**config.mk**
```make
export PLATFORM = sky130hd
export DESIGN_NAME = note_scroller_flat
export DESIGN_NICKNAME = d
export VERILOG_FILES = /design/src/rtl/tatsujin_pkg.sv /design/src/rtl/note_scroller_if.sv /design/src/rtl/note_window_shift.sv /design/src/rtl/note_scroller.sv /design/src/flat_wrapper.sv
export SDC_FILE = /design/constraint.sdc
export NUM_CORES = 1
export LEC_CHECK = 0
export BUFFER_PORTS_ARGS = -buffer_cell sky130_fd_sc_hd__buf_2
export CAP_MARGIN = 20
export CORE_ASPECT_RATIO = 1.5
export CORE_MARGIN = 10
export CORE_UTILIZATION = 40
export CTS_BUF_LIST = sky130_fd_sc_hd__clkbuf_8
export CTS_CLUSTER_DIAMETER = 150
export DETAILED_ROUTE_END_ITERATION = 10
export SYNTH_ARGS = -nofsm -noshare
export SYNTH_HDL_FRONTEND = slang
export SYNTH_HIERARCHICAL = 1
export SYNTH_SLANG_ARGS = --single-unit
export TNS_END_PERCENT = 1
```
**constraint.sdc**
```tcl
create_clock -name clk -period 3.5 [get_ports clk]
set_clock_uncertainty 0.15 [all_clocks]
set_input_delay 0.175 -clock clk [delete_from_list [all_inputs] [get_ports clk]]
set_output_delay 0.175 -clock clk [all_outputs]
set_load 0.03 [all_outputs]
```
**src/rtl/tatsujin_pkg.sv**
```systemverilog
// Shared types and constants for the rhythm-game note path.
package tatsujin_pkg;

  typedef enum logic [2:0] {
    StIdle,
    StPrefetch,
    StRun,
    StPaused,
    StDrain,
    StDone
  } state_e;

  localparam int unsigned LANE_DON = 0;
  localparam int unsigned LANE_KA  = 1;

  // Lane-select width; a single-lane build still needs a 1-bit select.
  function automatic int unsigned lane_w(input int unsigned lanes);
    return (lanes > 1) ? $clog2(lanes) : 1;
  endfunction

endpackage

```
**src/rtl/note_scroller_if.sv**
```systemverilog
// Song ROM fetch bus plus the player-hit request/judgement signals.
interface note_scroller_if import tatsujin_pkg::*; #(
  parameter int unsigned LANES  = 2,
  parameter int unsigned ADDR_W = 7
);
  localparam int unsigned LaneW = lane_w(LANES);

  logic [ADDR_W-1:0] rom_addr;
  logic [LANES-1:0]  rom_data;
  logic              hit_valid;
  logic [LaneW-1:0]  hit_lane;
  logic              hit_ok;
  logic              hit_bad;
  logic [LANES-1:0]  miss_mask;

  modport master (
    output rom_addr, hit_ok, hit_bad, miss_mask,
    input  rom_data, hit_valid, hit_lane
  );

  modport slave (
    input  rom_addr, hit_ok, hit_bad, miss_mask,
    output rom_data, hit_valid, hit_lane
  );

endinterface

```
**src/rtl/note_window_shift.sv**
```systemverilog
// LANES x WINDOW note register: shift-in at the far edge, hit clear and exit mask at column 0.
module note_window_shift #(
  parameter int unsigned LANES  = 2,
  parameter int unsigned WINDOW = 10
) (
  input  logic                      clk,
  input  logic                      resetn,
  input  logic                      shift_en,
  input  logic [LANES-1:0]          shift_col,
  input  logic [LANES-1:0]          clear_mask,
  output logic [LANES*WINDOW-1:0]   window,
  output logic [LANES-1:0]          miss_mask
);

  logic [LANES*WINDOW-1:0] win_q, win_d;
  logic [LANES-1:0]        miss_q, miss_d;
  logic [LANES-1:0]        col0;

  always_comb begin
    win_d  = win_q;
    miss_d = '0;
    col0   = '0;
    for (int l = 0; l < LANES; l++) begin
      col0[l] = win_q[l*WINDOW];
    end
    if (shift_en) begin
      // A note cleared by a same-cycle hit must not also count as a miss.
      miss_d = col0 & ~clear_mask;
      for (int l = 0; l < LANES; l++) begin
        for (int c = 0; c < WINDOW - 1; c++) begin
          win_d[l*WINDOW+c] = win_q[l*WINDOW+c+1];
        end
        win_d[l*WINDOW+WINDOW-1] = shift_col[l];
      end
    end else begin
      for (int l = 0; l < LANES; l++) begin
        if (clear_mask[l]) win_d[l*WINDOW] = 1'b0;
      end
    end
  end

  always_ff @(posedge clk or negedge resetn) begin
    if (!resetn) begin
      win_q  <= '0;
      miss_q <= '0;
    end else begin
      win_q  <= win_d;
      miss_q <= miss_d;
    end
  end

  assign window    = win_q;
  assign miss_mask = miss_q;

endmodule

```
**src/rtl/note_scroller.sv**
```systemverilog
// Multi-lane song scroller: ROM fetch, scroll FSM with pause/drain, and hit judging.
module note_scroller import tatsujin_pkg::*; #(
  parameter int unsigned LANES    = 2,
  parameter int unsigned WINDOW   = 10,
  parameter int unsigned SONG_LEN = 100,
  parameter int unsigned ADDR_W   = 7
) (
  input  logic                    clk,
  input  logic                    resetn,
  input  logic                    start,
  input  logic                    pause,
  input  logic                    step_tick,
  note_scroller_if.master         bus,
  output logic [LANES*WINDOW-1:0] window,
  output logic                    busy,
  output logic                    done
);

  localparam int unsigned       DrainW    = $clog2(WINDOW + 1);
  localparam logic [ADDR_W-1:0] SongLast  = ADDR_W'(SONG_LEN - 1);
  localparam logic [DrainW-1:0] DrainLast = DrainW'(WINDOW - 1);

  state_e              state_q, state_d;
  logic                from_drain_q, from_drain_d;
  logic [ADDR_W-1:0]   song_ptr_q, song_ptr_d;
  logic [LANES-1:0]    next_col_q, next_col_d;
  logic                fetch_pending_q, fetch_pending_d;
  logic                fetch_wait_q, fetch_wait_d;
  logic                step_pending_q, step_pending_d;
  logic [DrainW-1:0]   drain_cnt_q, drain_cnt_d;
  logic                hit_ok_q, hit_ok_d;
  logic                hit_bad_q, hit_bad_d;
  logic                busy_q, busy_d;
  logic                done_q, done_d;

  logic                    fetch_done;
  logic                    shift_en;
  logic [LANES-1:0]        shift_col;
  logic [LANES-1:0]        clear_mask;
  logic [LANES-1:0]        lane_onehot;
  logic [LANES-1:0]        col0;
  logic [LANES*WINDOW-1:0] win;
  logic [LANES-1:0]        miss;

  // The ROM registers rom_addr one edge after we drive it; data is captured the edge after that.
  assign fetch_done = fetch_pending_q & ~fetch_wait_q;

  always_comb begin
    lane_onehot = '0;
    col0        = '0;
    for (int l = 0; l < LANES; l++) begin
      lane_onehot[l] = (int'(bus.hit_lane) == l);
      col0[l]        = win[l*WINDOW];
    end
  end

  always_comb begin
    state_d         = state_q;
    from_drain_d    = from_drain_q;
    song_ptr_d      = song_ptr_q;
    next_col_d      = next_col_q;
    fetch_pending_d = fetch_pending_q;
    fetch_wait_d    = 1'b0;
    step_pending_d  = step_pending_q;
    drain_cnt_d     = drain_cnt_q;
    hit_ok_d        = 1'b0;
    hit_bad_d       = 1'b0;
    shift_en        = 1'b0;
    shift_col       = '0;
    clear_mask      = '0;

    if (fetch_done) begin
      fetch_pending_d = 1'b0;
      next_col_d      = bus.rom_data;
    end

    unique case (state_q)
      StIdle, StDone: begin
        if (start) begin
          state_d         = StPrefetch;
          song_ptr_d      = '0;
          fetch_pending_d = 1'b1;
          fetch_wait_d    = 1'b1;
          step_pending_d  = 1'b0;
          drain_cnt_d     = '0;
        end
      end
      StPrefetch: begin
        if (fetch_done) state_d = StRun;
      end
      StPaused: begin
        if (!pause) state_d = from_drain_q ? StDrain : StRun;
      end
      StRun, StDrain: begin
        if (pause) begin
          state_d      = StPaused;
          from_drain_d = (state_q == StDrain);
        end else begin
          if (bus.hit_valid) begin
            if (|(lane_onehot & col0)) begin
              clear_mask = lane_onehot;
              hit_ok_d   = 1'b1;
            end else begin
              hit_bad_d  = 1'b1;
            end
          end
          if (fetch_pending_q && !fetch_done) begin
            if (step_tick) step_pending_d = 1'b1;
          end else if (step_tick || step_pending_q) begin
            shift_en       = 1'b1;
            step_pending_d = 1'b0;
            if (state_q == StRun) begin
              // On the completion edge next_col is not yet loaded, so bypass from the ROM.
              shift_col = fetch_done ? bus.rom_data : next_col_q;
              if (song_ptr_q == SongLast) begin
                state_d     = StDrain;
                drain_cnt_d = '0;
              end else begin
                song_ptr_d      = song_ptr_q + ADDR_W'(1);
                fetch_pending_d = 1'b1;
                fetch_wait_d    = 1'b1;
              end
            end else begin
              drain_cnt_d = drain_cnt_q + DrainW'(1);
              if (drain_cnt_q == DrainLast) state_d = StDone;
            end
          end
        end
      end
      default: state_d = StIdle;
    endcase

    busy_d = state_d inside {StPrefetch, StRun, StPaused, StDrain};
    done_d = (state_d == StDone);
  end

  always_ff @(posedge clk or negedge resetn) begin
    if (!resetn) begin
      state_q         <= StIdle;
      from_drain_q    <= 1'b0;
      song_ptr_q      <= '0;
      next_col_q      <= '0;
      fetch_pending_q <= 1'b0;
      fetch_wait_q    <= 1'b0;
      step_pending_q  <= 1'b0;
      drain_cnt_q     <= '0;
      hit_ok_q        <= 1'b0;
      hit_bad_q       <= 1'b0;
      busy_q          <= 1'b0;
      done_q          <= 1'b0;
    end else begin
      state_q         <= state_d;
      from_drain_q    <= from_drain_d;
      song_ptr_q      <= song_ptr_d;
      next_col_q      <= next_col_d;
      fetch_pending_q <= fetch_pending_d;
      fetch_wait_q    <= fetch_wait_d;
      step_pending_q  <= step_pending_d;
      drain_cnt_q     <= drain_cnt_d;
      hit_ok_q        <= hit_ok_d;
      hit_bad_q       <= hit_bad_d;
      busy_q          <= busy_d;
      done_q          <= done_d;
    end
  end

  note_window_shift #(
    .LANES  (LANES),
    .WINDOW (WINDOW)
  ) u_window (
    .clk        (clk),
    .resetn     (resetn),
    .shift_en   (shift_en),
    .shift_col  (shift_col),
    .clear_mask (clear_mask),
    .window     (win),
    .miss_mask  (miss)
  );

  assign bus.rom_addr  = song_ptr_q;
  assign bus.hit_ok    = hit_ok_q;
  assign bus.hit_bad   = hit_bad_q;
  assign bus.miss_mask = miss;
  assign window        = win;
  assign busy          = busy_q;
  assign done          = done_q;

endmodule

```
**src/flat_wrapper.sv**
```systemverilog
// flat-port wrapper written by rule: the top's interface ports become plain ports
module note_scroller_flat import tatsujin_pkg::*;
#(
  parameter int unsigned LANES    = 2,
  parameter int unsigned WINDOW   = 10,
  parameter int unsigned SONG_LEN = 100,
  parameter int unsigned ADDR_W   = 7
)
  (clk, resetn, start, pause, step_tick, window, busy, done, bus_rom_addr, bus_hit_ok, bus_hit_bad, bus_miss_mask, bus_rom_data, bus_hit_valid, bus_hit_lane);
  note_scroller_if #(.LANES(LANES), .ADDR_W(ADDR_W)) bus_i ();
  input  logic clk;
  input  logic resetn;
  input  logic start;
  input  logic pause;
  input  logic step_tick;
  output logic [LANES*WINDOW-1:0] window;
  output logic busy;
  output logic done;
  output wire logic [$bits(bus_i.rom_addr)-1:0] bus_rom_addr;
  output wire logic [$bits(bus_i.hit_ok)-1:0] bus_hit_ok;
  output wire logic [$bits(bus_i.hit_bad)-1:0] bus_hit_bad;
  output wire logic [$bits(bus_i.miss_mask)-1:0] bus_miss_mask;
  input wire logic [$bits(bus_i.rom_data)-1:0] bus_rom_data;
  input wire logic [$bits(bus_i.hit_valid)-1:0] bus_hit_valid;
  input wire logic [$bits(bus_i.hit_lane)-1:0] bus_hit_lane;
  assign bus_rom_addr = bus_i.rom_addr;
  assign bus_hit_ok = bus_i.hit_ok;
  assign bus_hit_bad = bus_i.hit_bad;
  assign bus_miss_mask = bus_i.miss_mask;
  assign bus_i.rom_data = bus_rom_data;
  assign bus_i.hit_valid = bus_hit_valid;
  assign bus_i.hit_lane = bus_hit_lane;
  note_scroller #(.LANES(LANES), .WINDOW(WINDOW), .SONG_LEN(SONG_LEN), .ADDR_W(ADDR_W)) u_core (.clk(clk), .resetn(resetn), .start(start), .pause(pause), .step_tick(step_tick), .bus(bus_i), .window(window), .busy(busy), .done(done));
endmodule
```
Word-level counts from Yosys, hierarchy flattened
Cells that the tools add are included.
{"block": "op_classes", "addsub": 2, "bitwise_logic": 6, "muxes": 73, "eq_ne": 21, "n_reduce_logical": 15}
{"operator": "$mux W7", "count": 6}
{"operator": "$mux W1", "count": 34}
{"operator": "$mux W3", "count": 10}
{"operator": "$mux W4", "count": 6}
{"operator": "$mux W2", "count": 11}
{"operator": "$pmux W7 S2", "count": 1}
{"operator": "$eq A3 B2 Y1 const B", "count": 4}
{"operator": "$eq A3 B3 Y1 const B", "count": 4}
{"operator": "$pmux W3 S4", "count": 1}
{"operator": "$ne A2 B2 Y1 const B", "count": 4}
{"operator": "$pmux W4 S2", "count": 1}
{"operator": "$add A7 B1 Y7 const B", "count": 1}
{"operator": "$eq A7 B7 Y1 const B", "count": 1}
{"operator": "$reduce_and A7 Y1", "count": 1}
{"operator": "$eq A3 B1 Y1 const B", "count": 2}
{"operator": "$ne A3 B3 Y1 const B", "count": 2}
{"operator": "$pmux W1 S2", "count": 3}
{"operator": "$reduce_and A6 Y1", "count": 1}
{"operator": "$reduce_bool A2 Y1", "count": 3}
{"operator": "$reduce_or A2 Y1", "count": 3}
{"operator": "$reduce_and A5 Y1", "count": 1}
{"operator": "$add A4 B1 Y4 const B", "count": 1}
{"operator": "$and A2 B2 Y2", "count": 2}
{"operator": "$eq A4 B4 Y1 const B", "count": 1}
{"operator": "11 further kinds", "count": 13}
{"block": "totals", "regBits": 46, "word_cells": 133, "out_inout_bits": 33, "input_bits": 9}

Logic depth before layout (Yosys ltp)
{"block": "logic_depth", "word_depth": 10, "depth_mapped": 7, "depth_no_buf": 7}

By module
The synthesis kept the hierarchy.
{"module": "note_scroller", "seq_area_each_um2": 600.6, "cells_each": 137, "instances": 1, "area_each_um2": 1327.5}
{"module": "note_window_shift", "seq_area_each_um2": 550.5, "cells_each": 51, "instances": 1, "area_each_um2": 817.0}

Least setup slack after synthesis
No wires, ideal clock.
{"block": "synth_timing", "path_kind": "reg2reg", "start": "register u_core.song_ptr_q[3], in the netlist u_core/bus.rom_addr[3]", "end": "register u_core.drain_cnt_q[0]", "stages_incl_launch_ff": 6, "setup_time_ns": 0.125, "period_less_slack_ns": 2.127, "slack_ns": 1.373, "arrival_time_ns": 1.853, "required_time_ns": 3.225, "path_buffers": 0, "path_cell_list": "dfrtp_1 > or2_2 > nor4_1 > a21oi_1 > nor2_1 > mux2_2"}
{"block": "synth_via", "elab_chain_cells": 3}
{"item": "start: declaration", "line_no": "note_scroller.sv:25", "source": "logic [ADDR_W-1:0] song_ptr_q, song_ptr_d;"}
{"item": "start signal: assignment", "line_no": "note_scroller.sv:154", "source": "song_ptr_q <= song_ptr_d;"}
{"item": "$eq A7 B7 Y1", "line_no": "note_scroller.sv:115", "source": "if (song_ptr_q == SongLast) begin"}
{"item": "$ne A3 B3 Y1 (no line)"}
{"item": "$reduce_and A6 Y1 (no line)"}
{"item": "end signal: assignment", "line_no": "note_scroller.sv:159", "source": "drain_cnt_q <= drain_cnt_d;"}
{"item": "end: declaration", "line_no": "note_scroller.sv:30", "source": "logic [DrainW-1:0] drain_cnt_q, drain_cnt_d;"}
No other way between the ends.
A chain may end at the register's enable or synchronous reset.

Final worst setup path
Ends and elaborated chain as after synthesis.

==> out/qor.yml <==
dpl.hpwl_um: 3270
viasPerCell: 5.12
slew_headroom: 0.513
antenna_found_initial: 0
drtPass1Iterations: 4
min_period_ns: 2.27
grt_pass1_wl_um: 7910
use_met1: 0.128
period_share: 0.647
drcViolationCount: 0
cp_cell_sequence: "or2_2 -> nor4_1 -> a21oi_1 -> nor2_1 -> mux2_2"
slowest_stage: "nor4_1"
dieWidth_um: 79.8
clk_latency_ns: 0.30
root_buffer: "clkbuf_8"
cp.buffers_inverters: 0
max_freq_mhz: 441
first_global_vias: 1650
fp.dieH_um: 110
nets: 248
use_met3: 0.0359
tightestPinTransition_ns: 0.729
area_growth_pct: 19.5
layout-drive-gt1-share: 0.338
critPathTopFamily: "simple AND/OR/NAND/NOR gates"
row_count: 32
p_clk_frac: 0.216
ctsHtreeMaxLevel: 2
yosys_warnings: 6
placed_cell_area_sq_um: 2410
layout_common_cells: "dfrtp_1 (46), buf_2 (41), mux2_2 (22), nor2_1 (21), nand2_1 (12)"
grt_setup_unrepaired: "no"
cts_inserted_buffers: 5
stdcell_area_sq_um: 2560
fillers: 493
cp-start-kind: "flop"
post_cts_resized: 0
vias: 1563
syn_inst: 188
drv_slew: 0
cp.required_ns: 3.53
cts.clk_slew.worst_paths_ns: 0.09
drt_first_iter_violations: 63
drt-wirelength-per-cell_um: 15.0
worstHoldStart: "bus_hit_valid"
combinationalPowerShare: 0.323
clock_path_buffers: 2
setup_violations: 0
min_path_type: "input pin to flop"
timing_worst_setup_path_type: "flop to flop"
gp_congestion: 0.807
die_area_sq_um: 8750
cts_setup_buffers: 0
async_flop_share: 1.00
p_int_uw: 973
synth_flop_cell: "dfrtp_1"
cts_hold_buf: 4
grt_max_degree: 47
status: "complete, no violations"
p_sw_frac: 0.378
rrSetupSlack_ns: 1.23
synth-seq-cells: 46
wirelength_um: 4560
critPathMaxFanout: 6
ir_worst_vdd_v: 0.000356
dp_cells: 292
start_util: 0.415
power_switching_uw: 592
grt_overflow: 0
cts_tree: "built"
leakage_uw: 0.00128
worst-endpoint-arrival_ns: 2.30
track_usage: 0.112
core_sq_um: 5160
seq_area_frac_synth: 0.537
syn_avg_cell_area_sq_um: 11.4
port_buffers: 41
max_stage_delay_ns: 0.45
drv_cap: 0
synth_edf_count: 0
ys_types: 47
hold_viol: 0
pwr-share-seq: 0.461
grt.busiest_layer: "met2"
r2r-start: "u_core/bus.rom_addr[3]"
diodes: 0
grt_util_met2: 0.187
tns_ns: 0
critPathCaptureType: "flop"
io_pins: 42
clock-sinks: 46
netlist_area_sq_um: 2140
drtAntennaViolNets: 0
crit_path_start: "u_core/bus.rom_addr[3]"
mostFrequentLayoutCell: "dfrtp_1"
syn_nets: 200
finalNonFillerCells: 305
power_density_nw_per_um2: 611
-- state kept, by name, summed over array words and instances, names as in the netlist --
signal and flops:
u_core/from_drain_q 1, u_core/step_pending_q 1, u_core/drain_cnt_q 4, u_core/bus.hit_ok 1, u_core/bus.rom_addr 7, u_core/busy 1, u_core/next_col_q 2, u_core/u_window/miss_mask 2
u_core/bus.hit_bad 1, u_core/state_q 3, u_core/u_window/window 20, u_core/fetch_pending_q 1, u_core/fetch_wait_q 1, u_core/done 1
-- kinds of logic (layout without fill, tap and decap cells) --
family | Yosys count | in the layout | share of synthesized area
AND/OR/NAND/NOR | 70 | 70 | 0.184
flip-flops | 46 | 46 | 0.537
AO/OA/AOI/OAI | 28 | 28 | 0.0881
multiplexers | 23 | 23 | 0.120
buffers and inverters | 12 | 61 | 0.0292
XOR/XNOR | 6 | 6 | 0.0245
adder cells (fa/ha/maj) | 3 | 3 | 0.0175
-- power groups by stage --
stage               sequential [uW]  clock [uW]  combinational (uW)
floorplan                       795           0                 298
global placement                731           0                 501
detailed placement              731           0                 503
CTS                             722         354                 510
global route                    740         373                 553
finish                          721         339                 505
-- per-layer routing --
metal / share of wire / vias to the layer above / wire length (um)
met5: 0 / - / 0
met4: 0.021 / 0 / 96
met3: 0.056 / 8 / 255
met2: 0.50 / 40 / 2290
met1: 0.42 / 756 / 1920
li1: - / 759 / -
-- synth_stat cells, drive strengths merged, types with 2 or more instances --
cell type  count  share of area
nor4           3          0.015
or3b           2         0.0082
nand3          4         0.0093
nand2b         7          0.020
clkbuf         3         0.0058
and2           2         0.0058
nand2         12          0.021
mux2          22           0.12
o211ai         2         0.0070
nor2          21          0.037
nor2b          3         0.0088
o221ai         2         0.0082
a211oi         2         0.0070
nand3b         2         0.0070
a21oi          5          0.012
dfrtp         46           0.54
ha             3          0.018
xor2           3          0.012
buf            3          0.013
o21ai          8          0.019
inv            6          0.011
nor3           4         0.0093
nor4b          2          0.011
xnor2          3          0.012
-- worst paths after layout --
check / depth (start not counted) / to
worst max-delay path: 5 / u_core/drain_cnt_q[0]
min in group asynchronous: 2 / u_core/drain_cnt_q[2]
worst min-delay path: 3 / u_core/bus.hit_bad
max in group asynchronous: 3 / u_core/next_col_q[0]
worst max register to register: 5 / u_core/drain_cnt_q[0]
worst min register to register: 1 / u_core/next_col_q[1]
-- worst register-to-register path: stages, from the launching register on --
cell and delay, ns:
dfrtp_1 0.43, or2_2 0.32, nor4_1 0.45, a21oi_1 0.26, nor2_1 0.20, mux2_2 0.35
-- final cells by class --
class | instances | area, sq um | area share
clock inverter | 2 | 12.5 | 0.00488
multi-input combinational | 130 | 936 | 0.365
inverter | 6 | 22.5 | 0.00879
timing repair buffer | 47 | 273 | 0.106
sequential | 46 | 1150 | 0.449
tap | 68 | 85.1 | 0.0332
clock buffer | 6 | 82.6 | 0.0322
-- stage by stage --
step	total power [uW]	setup slack (ns)	utilization	hold slack [ns]
after detailed placement	1230	1.23	0.466	0.273
after global routing	1670	1.07	0.496	0.0371
after global placement	1230	1.23	0.466	0.275
after floorplan	1090	1.37	-	-0.271
after CTS	1590	1.21	0.492	0.00376
final	1560	1.23	0.496	0.0139
(Power assumes the default switching activity.)
